## src/rtl/riscv_pkg.sv

```systemverilog
// Shared load/store definitions: FSM state encoding, Funct3 codes,
// and lane helpers for byte enables, store replication and legality.
package riscv_pkg;

  typedef enum logic [1:0] {
    S_IDLE   = 2'd0,
    S_ACCESS = 2'd1,
    S_DONE   = 2'd2
  } lsu_state_t;

  localparam logic [2:0] F3_B  = 3'b000;
  localparam logic [2:0] F3_H  = 3'b001;
  localparam logic [2:0] F3_W  = 3'b010;
  localparam logic [2:0] F3_BU = 3'b100;
  localparam logic [2:0] F3_HU = 3'b101;

  // Unsupported codes and natural-alignment violations are illegal.
  function automatic logic f3_legal(
    input logic [2:0] f3,
    input logic [1:0] off
  );
    logic ok;
    ok = 1'b0;
    case (f3)
      F3_B, F3_BU: ok = 1'b1;
      F3_H, F3_HU: ok = ~off[0];
      F3_W:        ok = (off == 2'b00);
      default:     ok = 1'b0;
    endcase
    return ok;
  endfunction

  function automatic logic [3:0] lane_be(
    input logic [2:0] f3,
    input logic [1:0] off
  );
    logic [3:0] be;
    be = 4'b0000;
    case (f3)
      F3_B, F3_BU: be = 4'b0001 << off;
      F3_H, F3_HU: be = off[1] ? 4'b1100 : 4'b0011;
      F3_W:        be = 4'b1111;
      default:     be = 4'b0000;
    endcase
    return be;
  endfunction

  // Replicate the right-aligned store data into every lane so the
  // byte enables alone pick the destination bytes.
  function automatic logic [31:0] lane_wdata(
    input logic [2:0]  f3,
    input logic [31:0] wd
  );
    logic [31:0] d;
    d = 32'h0;
    case (f3)
      F3_B, F3_BU: d = {4{wd[7:0]}};
      F3_H, F3_HU: d = {2{wd[15:0]}};
      F3_W:        d = wd;
      default:     d = 32'h0;
    endcase
    return d;
  endfunction

endpackage

```

## src/rtl/lsu_extend.sv

```systemverilog
// Load extraction: shifts the addressed field of a bus word down and
// sign/zero-extends it. Ports: i_word, i_offset, i_funct3 -> o_data.
module lsu_extend
  import riscv_pkg::*;
(
  input  logic [31:0] i_word,
  input  logic [1:0]  i_offset,
  input  logic [2:0]  i_funct3,
  output logic [31:0] o_data
);

  logic [31:0] w_field;

  assign w_field = i_word >> {i_offset, 3'b000};

  always_comb begin
    o_data = 32'h0;
    case (i_funct3)
      F3_B:    o_data = {{24{w_field[7]}}, w_field[7:0]};
      F3_H:    o_data = {{16{w_field[15]}}, w_field[15:0]};
      F3_W:    o_data = w_field;
      F3_BU:   o_data = {24'h0, w_field[7:0]};
      F3_HU:   o_data = {16'h0, w_field[15:0]};
      default: o_data = 32'h0;
    endcase
  end

endmodule

```

## src/rtl/load_store_unit.sv

```systemverilog
// Load/store unit: bridges datapath memory requests to a simple
// req/ack bus with alignment checks, lane steering and a timeout.
// Ports: clk/reset; datapath MemReq, MemWrite, Funct3, ALUResult,
// WriteData -> ReadData, Stall, AccessErr, BusErr; bus BusReq,
// BusWe, BusAddr, BusWData, BusBE <- BusRData, BusAck.
module load_store_unit
  import riscv_pkg::*;
#(
  parameter int TIMEOUT_CYCLES = 64
) (
  input  logic        clk,
  input  logic        reset,
  input  logic        MemReq,
  input  logic        MemWrite,
  input  logic [2:0]  Funct3,
  input  logic [31:0] ALUResult,
  input  logic [31:0] WriteData,
  output logic [31:0] ReadData,
  output logic        Stall,
  output logic        AccessErr,
  output logic        BusErr,
  output logic        BusReq,
  output logic        BusWe,
  output logic [31:0] BusAddr,
  output logic [31:0] BusWData,
  output logic [3:0]  BusBE,
  input  logic [31:0] BusRData,
  input  logic        BusAck
);

  localparam int CW = $clog2(TIMEOUT_CYCLES + 1);
  localparam logic [CW-1:0] TO_LAST = CW'(TIMEOUT_CYCLES - 1);

  lsu_state_t  r_state;
  logic [CW-1:0] r_cnt;
  logic [31:0] r_addr;
  logic [1:0]  r_off;
  logic [2:0]  r_f3;
  logic        r_we;
  logic [3:0]  r_be;
  logic [31:0] r_wdata;
  logic [31:0] r_rdata;
  logic        r_buserr;
  logic        r_busreq;

  logic        w_idle;
  logic        w_legal;
  logic        w_start;
  logic        w_illegal;
  logic [31:0] w_ext;

  assign w_idle    = (r_state == S_IDLE);
  assign w_legal   = f3_legal(Funct3, ALUResult[1:0]);
  assign w_start   = w_idle & MemReq & w_legal;
  assign w_illegal = w_idle & MemReq & ~w_legal;

  lsu_extend u_ext (
    .i_word   (BusRData),
    .i_offset (r_off),
    .i_funct3 (r_f3),
    .o_data   (w_ext)
  );

  // Stall must rise in the request cycle itself so the PC holds.
  assign Stall     = w_start | (r_state == S_ACCESS);
  assign AccessErr = w_illegal;
  assign ReadData  = w_illegal ? 32'h0 : r_rdata;
  assign BusErr    = r_buserr;
  assign BusReq    = r_busreq;
  assign BusWe     = r_we;
  assign BusAddr   = r_addr;
  assign BusWData  = r_wdata;
  assign BusBE     = r_be;

  always_ff @(posedge clk) begin
    if (reset) begin
      r_state  <= S_IDLE;
      r_cnt    <= '0;
      r_addr   <= 32'h0;
      r_off    <= 2'b00;
      r_f3     <= 3'b000;
      r_we     <= 1'b0;
      r_be     <= 4'b0000;
      r_wdata  <= 32'h0;
      r_rdata  <= 32'h0;
      r_buserr <= 1'b0;
      r_busreq <= 1'b0;
    end else begin
      unique case (r_state)
        S_IDLE: begin
          r_buserr <= 1'b0;
          if (w_start) begin
            r_addr   <= {ALUResult[31:2], 2'b00};
            r_off    <= ALUResult[1:0];
            r_f3     <= Funct3;
            r_we     <= MemWrite;
            r_be     <= lane_be(Funct3, ALUResult[1:0]);
            r_wdata  <= lane_wdata(Funct3, WriteData);
            r_cnt    <= '0;
            r_busreq <= 1'b1;
            r_state  <= S_ACCESS;
          end
        end
        S_ACCESS: begin
          // An ack in the final counted cycle still wins over timeout.
          if (BusAck) begin
            if (!r_we) r_rdata <= w_ext;
            r_busreq <= 1'b0;
            r_state  <= S_DONE;
          end else if (r_cnt == TO_LAST) begin
            if (!r_we) r_rdata <= 32'h0;
            r_buserr <= 1'b1;
            r_busreq <= 1'b0;
            r_state  <= S_DONE;
          end else begin
            r_cnt <= r_cnt + 1'b1;
          end
        end
        S_DONE: begin
          r_buserr <= 1'b0;
          r_state  <= S_IDLE;
        end
        default: r_state <= S_IDLE;
      endcase
    end
  end

endmodule

```

## config.mk

```make
export PLATFORM = sky130hd
export DESIGN_NAME = load_store_unit
export DESIGN_NICKNAME = d
export VERILOG_FILES = /design/src/rtl/riscv_pkg.sv /design/src/rtl/lsu_extend.sv /design/src/rtl/load_store_unit.sv
export SDC_FILE = /design/constraint.sdc
export NUM_CORES = 1
export LEC_CHECK = 0
export CORE_UTILIZATION = 42
export DETAILED_ROUTE_END_ITERATION = 8
export GPL_ROUTABILITY_DRIVEN = 0
export PLACE_DENSITY = 0.76
export REMOVE_ABC_BUFFERS = 1
export SLEW_MARGIN = 20
export SYNTH_ARGS = -nofsm -noshare
export SYNTH_HDL_FRONTEND = slang
export SYNTH_HIERARCHICAL = 1
export SYNTH_SLANG_ARGS = --single-unit
```

## constraint.sdc

```tcl
create_clock -name clk -period 4.2 [get_ports clk]
set_input_delay 0.84 -clock clk [delete_from_list [all_inputs] [get_ports clk]]
set_output_delay 0.84 -clock clk [all_outputs]
set_load 0.01 [all_outputs]
```

==> impl_metrics.json <==
{
  "synth_area_leaders": "dfxtp_1 39%, a21oi_1 12%, a211oi_1 8.5%",
  "switchingPower_uw": 846,
  "synth-edff-count": 0,
  "hold_viol": 0,
  "finalMaxSlewViolations": 0,
  "critPathCaptureType": "output pin",
  "fin_crit_sh": 0.909,
  "die_h_um": 120,
  "dp_hpwl_um": 11800,
  "grt_pass1_vias": 5402,
  "clockBufferDepth": 2,
  "core_um2": 13400,
  "hp-class": "flop to flop",
  "vdd.ir_drop.worst_mv": 0.258,
  "antenna_found_initial": 0,
  "drt_iter0_drc": 335,
  "placed_area_um2": 7940,
  "post-synth-top-area-cell": "dfxtp_1",
  "pwr-share-clk": 0.443,
  "wl_um": 17500,
  "ys_warn_count": 6,
  "yosysSeqAreaShare": 0.393,
  "dr_total_vias": 5849,
  "path_max_fanout": 33,
  "fmax_ghz": 0.262,
  "grt_use_total": 0.248,
  "drc": 0,
  "whs_path_depth": 2,
  "seqCellArea_um2": 2300,
  "critPathMaxStageDelay_ps": 570,
  "switching_share": 0.271,
  "crit_top_cell": "clkdlybuf4s50_1",
  "area_growth_pct": 45.4,
  "fin_util": 0.635,
  "maxCapViolCount": 0,
  "whs_ps": 450,
  "io-pin-count": 209,
  "via_per_inst": 5.37,
  "yosysTopAreaCellShare": 0.393,
  "combPwrFrac": 0.182,
  "drive_gt1_frac": 0.0800,
  "cts_hold_buffers": 0,
  "dp_slack_ps": 363,
  "cts_made_buffers": 17,
  "gr-total-overflow": 0,
  "synth.distinct_cells": 52,
  "grt_pass1_wl_um": 28100,
  "num_rows": 42,
  "fin_nets": 1005,
  "port_buffers": 206,
  "tightest_slew_ps": 900,
  "worst_path_max_delay_cell": "clkdlybuf4s50_1",
  "internal_power_uw": 2280,
  "fin_ws_ps": 382,
  "rsz0062_at_grt": "no",
  "fin_area_um2": 8520,
  "wl_per_cell_um": 16.1,
  "status": "finished, final reports clean",
  "clk_latency_ps": 420,
  "syn_area_per_cell_um2": 8.05,
  "worstPathArrival_ps": 2980,
  "period_minus_slack_ps": 3820,
  "drt_pass1_iterations": 4,
  "ys_ff_latch": 115,
  "relSlewSlack": 0.400,
  "setup-tns-final_ps": 0,
  "setup_viol": 0,
  "cts_tree": "built",
  "syn_inst": 728,
  "r2r_cells": 5,
  "clock-root-buffer": "clkbuf_16",
  "start_util": 0.437,
  "async_reset_ff_frac": 0,
  "power.density_nw_per_um2": 367,
  "cts_setup_buffers": 0,
  "path_cells": "clkdlybuf4s50_1, nor4_4, nor3_4, buf_4, nor2b_1, clkdlybuf4s50_1",
  "cp.required_ps": 3360,
  "ys.flop_type": "dfxtp_1",
  "cts_sinks": 115,
  "fillers": 1187,
  "finClkSkew_ps": 14.3,
  "p_leak_uw": 0.00289,
  "power_frac_seq": 0.376,
  "clk_pin_slew_ps": 50,
  "start_kind": "input port",
  "cts_max_level": 4,
  "syn_area_um2": 5860,
  "cts_resized": 0,
  "worst-setup-path-type": "input port to output pin",
  "die_area_um2": 14400,
  "grt_max_degree": 77,
  "diodes": 0,
  "ant_nets": 0,
  "multiInputGateArea_um2": 3240,
  "die_width_um": 120
}
## kinds of logic (layout without fill, tap and decap cells)
logic type,Yosys count,after routing,synth area share
AOI/OAI and AO/OA,257,257,0.284
adders and majority gates,1,1,0.00214
buffers and inverters,69,253,0.0587
DFF,115,115,0.393
muxes,20,20,0.0344
other,1,2,0.000640
and+or+nand+nor,265,265,0.227
## area by class of cell
class / instances / area share
clock buffers: 20 / 0.0548
clock inverters: 12 / 0.0126
inverters: 2 / 0.000882
multi-input cells: 545 / 0.381
flip-flops and latches: 115 / 0.270
well taps: 176 / 0.0259
repair buffers: 219 / 0.255
## critical path, delay by kind of cell
kind,cells,cell delay [ps]
and+or+nand+nor,3,740
buffers and inverters,3,1380
## synthesized netlist by cell type (2+ instances only)
library cell and n:
o21ai_0 9, o2bb2ai_1 7, nand2b_1 12, buf_6 3, a211oi_1 66, nor2b_1 44
buf_2 20, nand3_1 6, nor2_2 2, a21oi_1 135, a311oi_2 6, nand2_1 110
a311oi_1 3, o221ai_1 2, nor3b_1 4, nor2_1 35, o21ai_1 9, dfxtp_1 115
buf_4 10, mux2i_1 19, nand3b_1 17, a21o_1 8, nor3_1 23, clkbuf_1 34
inv_1 2
## placed cells by master, fill, tap and decap left out, types with 17 or more instances in the layout
master	n
nand3b_1	17
mux2i_1	19
nor2_1	34
dfxtp_1	115
a21oi_1	135
nor3_1	23
a211oi_1	66
nor2b_1	44
nand2_1	110
clkbuf_16	17
clkdlybuf4s50_1	205
## power groups by stage
| stage | registers [uW] | logic (uW) | clock network, uW |
|---|---|---|---|
| floorplan | 1220 | 238 | 0 |
| global placement | 1200 | 560 | 0 |
| detailed placement | 1200 | 565 | 0 |
| CTS | 1180 | 569 | 1410 |
| global route | 1180 | 620 | 1460 |
| finish | 1180 | 568 | 1380 |
## worst paths after layout
path,from,endpoint,slack [ps]
worst max register to register,r_cnt[0],r_rdata[29],2010
worst max-delay path,Funct3[0],ReadData[22],380
worst min-delay path,BusAddr[8],BusAddr[8],450
worst min register to register,BusAddr[8],BusAddr[8],450
## layer usage
metal	GRT usage	share of wire	wire length, um	vias to the layer above
met2	0.380	0.45	7950	210
met1	0.314	0.43	7550	2683
li1	-	-	-	2939
met5	0	0	0	-
met4	0.0695	0.011	189	0
met3	0.108	0.10	1840	17
## state kept, by name, summed over array words and instances, names as in the netlist
register,count
BusReq,1
r_state,2
r_f3,3
r_off,2
BusWe,1
r_cnt,7
BusWData,32
BusBE,4
BusErr,1
BusAddr,30
r_rdata,32
## stage by stage
stage | power (uW) | instances
floorplan | 1460 | 662
global placement | 1760 | 1057
detailed placement | 1760 | 1057
CTS | 3150 | 1089
global route | 3260 | 1089
finish | 3130 | 1089
Power figures use the tool's default switching activity.
